File: config.mk
export PLATFORM = sky130hd
export DESIGN_NAME = crc_bit_stuffer
export DESIGN_NICKNAME = d
export VERILOG_FILES = /design/src/rtl/crc_bit_stuffer.sv
export SDC_FILE = /design/constraint.sdc
export NUM_CORES = 1
export LEC_CHECK = 0
export CORE_MARGIN = 3
export CORE_UTILIZATION = 59
export CTS_BUF_LIST = sky130_fd_sc_hd__clkbuf_16
export CTS_CLUSTER_DIAMETER = 200
export DETAILED_ROUTE_END_ITERATION = 8
export PLACE_DENSITY_LB_ADDON = 0.12
export REMOVE_ABC_BUFFERS = 1
export SETUP_SLACK_MARGIN = 0.15
export SYNTH_ARGS = -nofsm -noshare
export SYNTH_HDL_FRONTEND = slang
export SYNTH_SLANG_ARGS = --single-unit
export TNS_END_PERCENT = 100
File: constraint.sdc
create_clock -name clock -period 5 [get_ports clock]
set_clock_uncertainty 0.15 [all_clocks]
set_input_delay 1 -clock clock [delete_from_list [all_inputs] [get_ports clock]]
set_output_delay 1 -clock clock [all_outputs]
set_load 0.01 [all_outputs]
File: src/rtl/crc_bit_stuffer.sv
// crc_bit_stuffer: USB TX serializer. Loads a token or DATA0 packet, sends it
//   LSB first with its complemented CRC5/CRC16 field, and applies bit stuffing.
// Latency: load accepted at edge N -> PID bit 0 on bs_out_bit after edge N+1.
// Backpressure: none upstream (strobes are dropped while busy); the stuffer
//   stalls the active CRC unit for one cycle per stuffed zero.
// Ports: clock, reset_n (async, active low); crc5_pkt_in/crc5_pkt_ready (token),
//   crc16_pkt_in/crc16_pkt_ready (data); bs_out_bit/bs_sending (serial out).

// crc_serializer: shifts out PID, then the CRC-covered body, then the field.
// Latency: out_bit_o is combinational from registered state; valid the cycle after load_i.
// Backpressure: holds the current bit while bs_ready_i is low.
module crc_serializer #(
  parameter int               BODY_W = 11,
  parameter int               CRC_W  = 5,
  parameter logic [CRC_W-1:0] POLY   = 5'h05
) (
  input  logic              clock,
  input  logic              reset_n,
  input  logic              load_i,
  input  logic [BODY_W+7:0] pkt_i,
  input  logic              bs_ready_i,
  output logic              crc_valid_out_o,
  output logic              out_bit_o
);

  localparam int PKT_W = BODY_W + 8;
  localparam int CNT_W = $clog2(PKT_W);

  typedef enum logic [1:0] {
    S_IDLE,
    S_PID,
    S_BODY,
    S_CRC
  } state_e;

  state_e             state_q, state_d;
  logic [PKT_W-1:0]   sr_q, sr_d;
  logic [CRC_W-1:0]   crc_q, crc_d;
  logic [CNT_W-1:0]   cnt_q, cnt_d;
  logic               fb;

  always_comb begin
    state_d         = state_q;
    sr_d            = sr_q;
    crc_d           = crc_q;
    cnt_d           = cnt_q;
    crc_valid_out_o = 1'b0;
    out_bit_o       = 1'b0;
    fb              = 1'b0;
    case (state_q)
      S_IDLE: begin
        if (load_i) begin
          state_d = S_PID;
          sr_d    = pkt_i;
          crc_d   = '1;
          cnt_d   = '0;
        end
      end
      S_PID: begin
        crc_valid_out_o = 1'b1;
        out_bit_o       = sr_q[0];
        if (bs_ready_i) begin
          sr_d = sr_q >> 1;
          if (cnt_q == CNT_W'(7)) begin
            cnt_d   = '0;
            state_d = S_BODY;
          end else begin
            cnt_d = cnt_q + CNT_W'(1);
          end
        end
      end
      S_BODY: begin
        crc_valid_out_o = 1'b1;
        out_bit_o       = sr_q[0];
        // CRC advances only when the bit is actually taken, so a stuff
        // stall cannot fold the same bit in twice.
        if (bs_ready_i) begin
          sr_d  = sr_q >> 1;
          fb    = sr_q[0] ^ crc_q[CRC_W-1];
          crc_d = {crc_q[CRC_W-2:0], 1'b0} ^ (fb ? POLY : '0);
          if (cnt_q == CNT_W'(BODY_W - 1)) begin
            cnt_d   = '0;
            state_d = S_CRC;
          end else begin
            cnt_d = cnt_q + CNT_W'(1);
          end
        end
      end
      S_CRC: begin
        // Field goes out as the complemented remainder, high-order term first.
        crc_valid_out_o = 1'b1;
        out_bit_o       = ~crc_q[CRC_W-1];
        if (bs_ready_i) begin
          crc_d = {crc_q[CRC_W-2:0], 1'b0};
          if (cnt_q == CNT_W'(CRC_W - 1)) begin
            cnt_d   = '0;
            state_d = S_IDLE;
          end else begin
            cnt_d = cnt_q + CNT_W'(1);
          end
        end
      end
      default: begin
        state_d = S_IDLE;
      end
    endcase
  end

  always_ff @(posedge clock or negedge reset_n) begin
    if (!reset_n) begin
      state_q <= S_IDLE;
      sr_q    <= '0;
      crc_q   <= '0;
      cnt_q   <= '0;
    end else begin
      state_q <= state_d;
      sr_q    <= sr_d;
      crc_q   <= crc_d;
      cnt_q   <= cnt_d;
    end
  end

endmodule

// bit_stuffer: registers one bit per cycle, inserting a 0 after six 1s.
// Latency: one cycle from crc_valid_out_i/out_bit_i to bs_out_bit_o.
// Backpressure: drops bs_ready_o for the cycle that carries a stuffed zero.
module bit_stuffer (
  input  logic clock,
  input  logic reset_n,
  input  logic start_i,
  input  logic crc_valid_out_i,
  input  logic out_bit_i,
  output logic bs_ready_o,
  output logic bs_out_bit_o,
  output logic bs_sending_o
);

  logic [2:0] ones_q, ones_d;
  logic       out_q, out_d;
  logic       sending_q, sending_d;
  logic       stuff;

  // Six emitted 1s in a row: the next cycle must be a stuffed zero. This
  // also covers a run completed by the final CRC bit.
  assign stuff      = (ones_q == 3'd6);
  assign bs_ready_o = ~stuff;

  always_comb begin
    ones_d    = ones_q;
    out_d     = 1'b0;
    sending_d = 1'b0;
    if (start_i) begin
      ones_d = '0;
    end else if (stuff) begin
      sending_d = 1'b1;
      ones_d    = '0;
    end else if (crc_valid_out_i) begin
      out_d     = out_bit_i;
      sending_d = 1'b1;
      ones_d    = out_bit_i ? (ones_q + 3'd1) : 3'd0;
    end
  end

  always_ff @(posedge clock or negedge reset_n) begin
    if (!reset_n) begin
      ones_q    <= '0;
      out_q     <= 1'b0;
      sending_q <= 1'b0;
    end else begin
      ones_q    <= ones_d;
      out_q     <= out_d;
      sending_q <= sending_d;
    end
  end

  assign bs_out_bit_o = out_q;
  assign bs_sending_o = sending_q;

endmodule

module crc_bit_stuffer (
  input  logic        clock,
  input  logic        reset_n,
  input  logic [18:0] crc5_pkt_in,
  input  logic        crc5_pkt_ready,
  input  logic [71:0] crc16_pkt_in,
  input  logic        crc16_pkt_ready,
  output logic        bs_out_bit,
  output logic        bs_sending
);

  logic crc5_valid_out, crc5_out_bit;
  logic crc16_valid_out, crc16_out_bit;
  logic bs_ready;
  logic idle;
  logic load5, load16;
  logic mux_valid, mux_bit;

  // Idle means nothing on the wire and nothing queued in either unit; the
  // cycle right after a load is therefore not idle.
  assign idle   = ~bs_sending & ~crc5_valid_out & ~crc16_valid_out;
  assign load5  = crc5_pkt_ready & idle;
  assign load16 = crc16_pkt_ready & ~crc5_pkt_ready & idle;

  crc_serializer #(
    .BODY_W (11),
    .CRC_W  (5),
    .POLY   (5'h05)
  ) u_crc5 (
    .clock           (clock),
    .reset_n         (reset_n),
    .load_i          (load5),
    .pkt_i           (crc5_pkt_in),
    .bs_ready_i      (bs_ready),
    .crc_valid_out_o (crc5_valid_out),
    .out_bit_o       (crc5_out_bit)
  );

  crc_serializer #(
    .BODY_W (64),
    .CRC_W  (16),
    .POLY   (16'h8005)
  ) u_crc16 (
    .clock           (clock),
    .reset_n         (reset_n),
    .load_i          (load16),
    .pkt_i           (crc16_pkt_in),
    .bs_ready_i      (bs_ready),
    .crc_valid_out_o (crc16_valid_out),
    .out_bit_o       (crc16_out_bit)
  );

  // At most one unit is active, so a simple priority mux is enough.
  assign mux_valid = crc5_valid_out | crc16_valid_out;
  assign mux_bit   = crc5_valid_out ? crc5_out_bit : crc16_out_bit;

  bit_stuffer u_stuffer (
    .clock           (clock),
    .reset_n         (reset_n),
    .start_i         (load5 | load16),
    .crc_valid_out_i (mux_valid),
    .out_bit_i       (mux_bit),
    .bs_ready_o      (bs_ready),
    .bs_out_bit_o    (bs_out_bit),
    .bs_sending_o    (bs_sending)
  );

endmodule

Yosys cells after proc, flatten, opt, wreduce, memory -nomap -nowiden

Cells that the tools add are included.

Register bits after elaboration: 133
Input bits: 95

Add/subtract/negate cells: 3
Equal/unequal tests: 29
Muxes and demuxes: 63
Bitwise operators: 17
Reductions and logical operators: 19

Operators with widths:

| operator              | count |
|---|---|
| $mux W72              | 2 |
| $pmux W72 S2          | 1 |
| $mux W16              | 4 |
| $mux W5               | 10 |
| $mux W7               | 7 |
| $pmux W16 S3          | 1 |
| $mux W19              | 2 |
| $pmux W19 S2          | 1 |
| $mux W2               | 14 |
| $pmux W7 S4           | 1 |
| $ne A2 B2 Y1 const B  | 10 |
| $pmux W5 S4           | 1 |
| $pmux W2 S4           | 2 |
| $reduce_and A4 Y1     | 4 |
| $xor A16 B16 Y16      | 1 |
| $mux W3               | 5 |
| $pmux W5 S3           | 1 |
| $reduce_and A7 Y1     | 2 |
| $ne A2 B1 Y1 const B  | 6 |
| $eq A5 B3 Y1 const B  | 2 |
| $mux W1               | 9 |
| $reduce_bool A3 Y1    | 3 |
| $eq A2 B2 Y1 const B  | 4 |
| $add A7 B1 Y7 const B | 1 |
| other kinds (19)      | 37 |

Longest topological paths before layout

Depth after elaboration: 9
Depth in mapped cells: 11
Mapped depth without buffers: 7

Cells and area by module

From an unflattened synthesis, not the netlist that was laid out.

Cell total of the unflattened synthesis: 670
Area, all modules: 6662.6 µm²

Modules (own cells, without submodules):

| module                    | times used | cells an instance | area each (µm²) | sequential area each (µm²) |
|---|---|---|---|---|
| crc_serializer at u_crc16 | 1          | 470               | 4670.7          | 2427.3 |
| crc_serializer at u_crc5  | 1          | 170               | 1687.9          | 775.7 |
| bit_stuffer               | 1          | 24                | 252.7           | 125.1 |
| crc_bit_stuffer           | 1          | 6                 | 51.3            | 0.0 |

Least setup slack after synthesis

OpenSTA, ideal clock, no wires.

Path kind: input to register
Start: input crc5_pkt_ready
End: register u_crc16.sr_q[0]
Arrival: 2147 ps
Path slack: 2577 ps
Cell stages on the path: 5
Cells stage by stage: nand4bb_1 > a21oi_1 > clkbuf_1 > buf_2 > a21oi_1

Longest elaborated chain between the ends: 5

Ends and longest elaborated chain:

| element                     | RTL line | RTL |
|---|---|---|
| start, declared             | 186      | `input logic crc5_pkt_ready,` |
| $not A1 Y1                  | 204      | `assign load16 = crc16_pkt_ready & ~crc5_pkt_ready & idle;` |
| $and A1 B1 Y1 (2 in series) | 204      |  |
| $ne A2 B2 Y1 (no line)      | --       |  |
| $reduce_and A3 Y1 (no line) | --       |  |
| end signal, assigned        | 117      | `sr_q <= sr_d;` |
| end, declared               | 37       | `logic [PKT_W-1:0] sr_q, sr_d;` |

No other way between the ends.
A chain may end at the register's enable or synchronous reset.

Final worst setup path

Start: register u_crc5.state_q[0]
End: register u_crc5.sr_q[2]

Longest elaborated chain between the ends: 9

Ends and longest elaborated chain:

| element                                      | RTL line | RTL |
|---|---|---|
| start, declared                              | 36       | `state_e state_q, state_d;` |
| start signal, assigned                       | 116      | `state_q <= state_d;` |
| $eq A2 B1 Y1 or $eq A2 B2 Y1 (tied branches) | 50       | `case (state_q)` |
| $reduce_or A3 Y1 (no line)                   | --       |  |
| $mux W1                                      | 50       |  |
| $not A1 Y1                                   | 202      | `assign idle = ~bs_sending & ~crc5_valid_out & ~crc16_valid_out;` |
| $and A1 B1 Y1 (2 in series)                  | 202      |  |
| $and A1 B1 Y1                                | 203      | `assign load5 = crc5_pkt_ready & idle;` |
| $ne A2 B2 Y1 (no line)                       | --       |  |
| $reduce_and A3 Y1 (no line)                  | --       |  |
| end signal, assigned                         | 117      |  |
| end, declared                                | 37       |  |

Parallel ways exist; a longest one is shown, timed or not.

==> reports/qor.yml <==
status:
  outcome: "complete, no violations"
final_layout:
  finish.utilization_pct: 77.3
  multi_input_area_um2: 2980
  drive_above_1_share_pct: 6.08
  final_common_cell: "dfrtp_1"
  finalNetCount: 854
  fin_cells: 893
  synthToLayoutAreaGrowth_pct: 24.7
  mostFrequentLayoutCells: "dfrtp_1 (133), nor2_1 (107), a21oi_1 (98), clkdlybuf4s50_1 (95), mux2i_1 (93)"
  diodes: 0
  fill_cells: 674
  seq_area_um2: 3330
cts:
  cts_resized: 0
  cts_setup_buffers: 0
  cts_buffers: 17
  cts_tree: "yes"
  clock_sinks: 133
  postCtsHoldBufs: 0
  clockRootBuffer: "clkbuf_16"
  worstSkewPairLatency_ns: 0.41
  cts.path.max_buffers: 2
  htreeDepth: 4
  clk_pin_slew_worst_paths_ns: 0.06
timing:
  min_period_ns: 3.11
  setup_viol: 0
  max_freq_mhz: 321
  final_max_slew_viol_count: 0
  period_share_pct: 62.2
  finalHoldViolCount: 0
  max_slew_margin_pct: 23.8
  rsz0062_at_grt: "no"
  tightest_slew_ns: 1.14
synthesis:
  synth.top_cell.area_share_pct: 50.8
  ys_warn_count: 0
  yosys_register_bits: 133
  netlist_area_um2: 6550
  syn_area_per_cell_um2: 9.83
  yosysUniqueCellTypes: 49
  ys.flop_type: "dfrtp_1"
  seq_area_frac_synth_pct: 50.8
  ys_async_sr_fraction_pct: 100
  yosysTopAreaCell: "dfrtp_1"
  synth_edf_count: 0
  yosys-top-cells-area: "dfrtp_1 (51%), mux2i_1 (14%), a21oi_1 (7.6%)"
  synth_cells: 666
route:
  wl_um: 13500
  viasPerCell: 5.56
  drt_iter0_drc: 280
  drt_first_pass_iters: 4
  avgRoutedWirePerCell_um: 15.1
  drc_errors: 0
  vias: 4962
  ant_nets: 0
placement:
  dp.final_hpwl_um: 9030
  place_inst: 860
  place_congestion: 0.785
  io_buffers: 96
critical_path:
  cp_slowest_cell: "ha_1"
  startpoint_type: "flop"
  crit_fanout: 23
  crit_type: "reg2reg"
  crit_path_frequent_cell: "nor2_1"
  worstPathRequired_ns: 5.18
  endpoint_kind: "flop"
  max_stage_delay_ns: 1.06
  cp_cell_sequence: "inv_1, ha_1, nor2_1, a211oi_4, buf_8, nor2_1, a21oi_1"
  cp.arrival_ns: 3.29
grt:
  grtUsageTotal_pct: 23.3
  antenna_found_initial: 0
  gr-total-overflow: 0
  grt_pass1_wl_um: 23700
  grt_max_degree: 118
  grt_pass1_vias: 5157
run:
  maxCapViolations: 0
floorplanning:
  start_util_pct: 62.0
  die_h_um: 111
  rows: 37
  ios: 97
  core_um2: 10600
  die_area_um2: 12400
  die_x_um: 111
pwr:
  vdd.ir_drop.worst_uv: 424
  p_leak_nw: 3.56
  cellPowerDensity_nw_per_um2: 779
worst_hold_path:
  hp-class: "in2async"
[report_power, final]
group,leakage [nW],internal (mW),switching [mW]
combinational,1.78,1.34,1.87
clock,0.277,0.775,0.454
sequential,1.50,1.63,0.300
[Yosys cell counts, types with 4 or more instances]
master,n
buf_1,6
inv_1,18
nand2b_1,4
nor3_1,12
buf_6,5
ha_1,15
mux2i_1,93
dfrtp_1,133
nand4bb_1,4
a21oi_1,99
o211ai_1,6
nand3_1,7
nand2_1,47
clkbuf_1,21
nor2_1,107
nand3b_1,8
buf_2,10
o21ai_0,32
[worst max-delay path, delay by kind of cell (launching register included)]
family,cells,cell delay [ns]
flops,1,0.38
compound gates,2,0.82
fa+ha+maj,1,1.06
simple gates,2,0.26
buf+inv,2,0.35
[layer usage]
layer / global-route usage (%) / vias up / part of all wire [%]
met5: 0 / - / 0
met4: 7.79 / 0 / 0.73
met2: 40.2 / 105 / 52
met3: 6.09 / 10 / 4.3
li1: - / 2469 / -
met1: 28.7 / 2378 / 43
[area by class of cell]
class                           count  area share [%]
Clock inverter                     15            2.01
Inverter                           19           0.874
Multi-Input combinational cell    472            36.4
Tap cell                          136            2.08
Clock buffer                       17            5.21
Sequential cell                   133            40.8
Timing Repair Buffer              101            12.6
[logic make-up (layout without fill, tap and decap cells)]
logic type	after synthesis	after routing	synth area share, %
AOI/OAI and AO/OA	156	156	13.1
xor gates and xnor gates	2	2	0.268
adders and majority gates	15	15	2.87
buffers and inverters	61	152	4.26
DFF	133	133	50.8
muxes	96	96	14.7
and+or+nand+nor	203	203	13.9
[flip-flops by register name, summed over array words and instances (netlist names)]
register / cells
u_crc16.sr_q: 72
u_crc16.cnt_q: 7
u_crc16.crc_q: 16
u_crc5.sr_q: 19
u_stuffer.bs_out_bit_o: 1
u_crc5.cnt_q: 5
u_crc5.state_q: 2
u_stuffer.bs_sending_o: 1
u_crc16.state_q: 2
u_stuffer.ones_q: 3
u_crc5.crc_q: 5
[worst paths after layout]
path | startpoint | to | slack (ns) | cells past startpoint
max | u_crc5.state_q[0] | u_crc5.sr_q[2] | 1.89 | 7
min | reset_n | u_crc16.sr_q[10] | 0.30 | 1
min in group clock | u_crc16.crc_q[6] | u_crc16.crc_q[6] | 0.31 | 2
max in group asynchronous | reset_n | u_crc5.sr_q[13] | 3.55 | 2
max reg2reg | u_crc5.state_q[0] | u_crc5.sr_q[2] | 1.89 | 7
min reg2reg | u_crc16.crc_q[6] | u_crc16.crc_q[6] | 0.31 | 2
[metrics by stage]
step / setup WS [ns] / area, um2 / hold slack, ns / total power, mW / TNS (ns)
2_1_floorplan: -3.97 / 6340 / 0.283 / 4.28 / -277.81
6_report: 1.89 / 8160 / 0.302 / 6.36 / 0
3_5_place_dp: 1.53 / 7560 / 0.301 / 5.09 / 0
3_3_place_gp: 1.65 / 7560 / 0.295 / 4.91 / 0
5_1_grt: 1.64 / 8160 / 0.302 / 6.92 / 0
4_1_cts: 1.61 / 8150 / 0.295 / 6.38 / 0
No activity file was read; power rests on OpenSTA's default activity.
==> variant (same flow settings) <==
`CRC_W`: 16 -> 18.
--- a/src/rtl/crc_bit_stuffer.sv
+++ b/src/rtl/crc_bit_stuffer.sv
@@ -221,3 +221,3 @@
     .BODY_W (64),
-    .CRC_W  (16),
+    .CRC_W  (18),
     .POLY   (16'h8005)
Behaviour: no difference found for any inputs over 10 cycles, from zero or initial values and one cycle with reset_n low; that may be too few to reach the edited logic, so the function may still have changed.
==> variant against the unedited design <==
Sequential cell count up 2. Area after synthesis up 0.88%. Global-route usage down 0.23 points. Worst setup slack better by 0.26 ns. First-iteration DRC count up 44%. Cell area up 0.66%. Via count up 1.6%. Wire length up 2.5%. Synthesized cell count up 0.30%. Die area up 0.83%. Largest cell class unchanged.
Power is not compared: it rests on default switching activity, and its combinational part moved more than twofold at a synthesized area within 25%.
==> variant: results (changes against the unedited design) <==
number of detailed-routing iterations run before antenna repair=4 (unchanged); Setup Slack @ Placement=1.77 ns (+0.241 ns); delay of the slowest cell on the worst path=~1.1 ns; CTS Buf Count=17 (unchanged); largest cells by area after synthesis=dfrtp_1, mux2i_1, a21oi_1; Buffers on Ports=96 (unchanged); synthesized area divided by synthesized cell count=9.89 um^2 (+0.58%); Placer Congestion=0.774 (-1.3%); list of most frequent post-synthesis cells=nor2_1, dfrtp_1, a21oi_1; CTS clk-pin slew, worst paths=0.05 ns; largest net degree at the start of global routing=81 (-31%); via count of the first global-routing pass=5070 (-1.7%); global-route usage over all layers=23.1% (-0.23 points); final-layout fill cell count=702 (+4.2%); ANT cells=0 (unchanged); largest registers=u_crc16.sr_q (72), u_crc5.sr_q (19), u_crc16.crc_q (18); antenna violations before repair=0 (unchanged); Peak supply drop=about 0.29 mV; number of nets at the end of the flow=865 (+1.3%); number of cells upsized or downsized after cts=0 (unchanged); starting DRC count in detailed routing=404 (+44%); flip-flop cell with the highest count after synthesis=dfrtp_1; worst slew margin relative to its limit=24.6% (+0.76 points); share of synthesized area occupied by flip-flops and latches=51.2% (+0.31 points); H-tree lvl count=4 (unchanged); number of distinct standard cells referenced by the synthesized netlist=52 (+6.1%); share of synthesized flip-flops with an asynchronous set or reset=100% (unchanged); vias per cell=5.59 (+0.60%); final cell count without fillers=902 (+1.0%); run status=completed; clock root buffer master=clkbuf_16; Reg2Reg Setup Slack=2.15 ns (+0.26 ns); worst hold margin=0.365 ns (+0.0621 ns); number of enable flip-flop cells after synthesis=0 (unchanged); Final period util=57.0% (-5.2 points); cell family with the largest share of critical-path delay=adder cells; Worst path slowest cell=ha_1; fraction of post-synthesis cell area in the top cell type by area=51.2% (+0.31 points); wire length of the first global-routing pass=23700 um (-0.17%); CP arrival=3.03 ns (-0.26 ns); worst hold-check path type=reg -> reg; Skew-Pair Late Insertion Delay=0.41 ns (about the same); wirelength, routed=13800 um (+2.5%); post-detailed-placement half-perimeter wirelength=9320 um (+3.1%); Clock Path Buffers=2 (unchanged); layout cells sized above 1=6.79% (+0.71 points); worst-path maximum fanout=38 (+65%); # Post-CTS Setup Buffers=0 (unchanged); yosys synthesis warning count=0 (unchanged); Leakage Power=4.40 nW
[variant: per-layer routing]
metal	GRT usage, %	vias up	wire length [um]
met5	0	-	0
met4	7.30	0	156
li1	-	2478	-
met3	7.23	17	687
met1	28.0	2469	5970
met2	39.4	78	7030
[variant: final timing paths]
| check | startpoint | end | depth (start not counted) |
|---|---|---|---|
| min in group asynchronous | reset_n | u_crc5.cnt_q[0]$_DFFE_PN0P_ | 1 |
| setup / recovery | u_crc5.state_q[0]$_DFFE_PN0P_ | u_crc5.sr_q[17]$_DFFE_PN0P_ | 7 |
| max in group asynchronous | reset_n | u_crc5.sr_q[14]$_DFFE_PN0P_ | 2 |
| hold / removal | u_crc5.crc_q[2]$_DFFE_PN0P_ | u_crc5.crc_q[2]$_DFFE_PN0P_ | 1 |
| hold reg to reg | u_crc5.crc_q[2]$_DFFE_PN0P_ | u_crc5.crc_q[2]$_DFFE_PN0P_ | 1 |
| setup reg to reg | u_crc5.state_q[0]$_DFFE_PN0P_ | u_crc5.sr_q[17]$_DFFE_PN0P_ | 7 |
[variant: layout make-up]
type                       instances  area [um^2]  share of cell area [%]
clock buffer                      17          425                    5.18
inverter                          23         86.3                    1.05
tap                              136          170                    2.07
timing repair buffer             104         1020                    12.4
multi-input combinational        473         3020                    36.7
clock inverter                    14          120                    1.46
sequential                       135         3380                    41.1
[variant: kinds of logic after synthesis]
logic type,after synthesis,share of synthesized area (%)
xor gates and xnor gates,2,0.265
DFF,135,51.2
adders and majority gates,16,3.03
buffers and inverters,60,3.77
muxes,98,15.0
AOI/OAI and AO/OA,155,13.2
and+or+nand+nor,202,13.6
[variant: power by group]
group	internal (mW)	total [mW]	leakage (nW)	switching [mW]
Clock	0.716	1.16	0.281	0.445
Sequential	1.09	1.09	1.80	0
Combinational	0.0683	0.104	2.32	0.0356
Total	1.88	2.36	4.40	0.480
[variant: stage by stage]
step | total power [mW] | area (um^2)
after floorplan | 1.12 | 6440
after global placement | 1.22 | 7670
after detailed placement | 1.22 | 7670
after CTS | 2.37 | 8220
after global routing | 2.43 | 8220
final | 2.36 | 8220
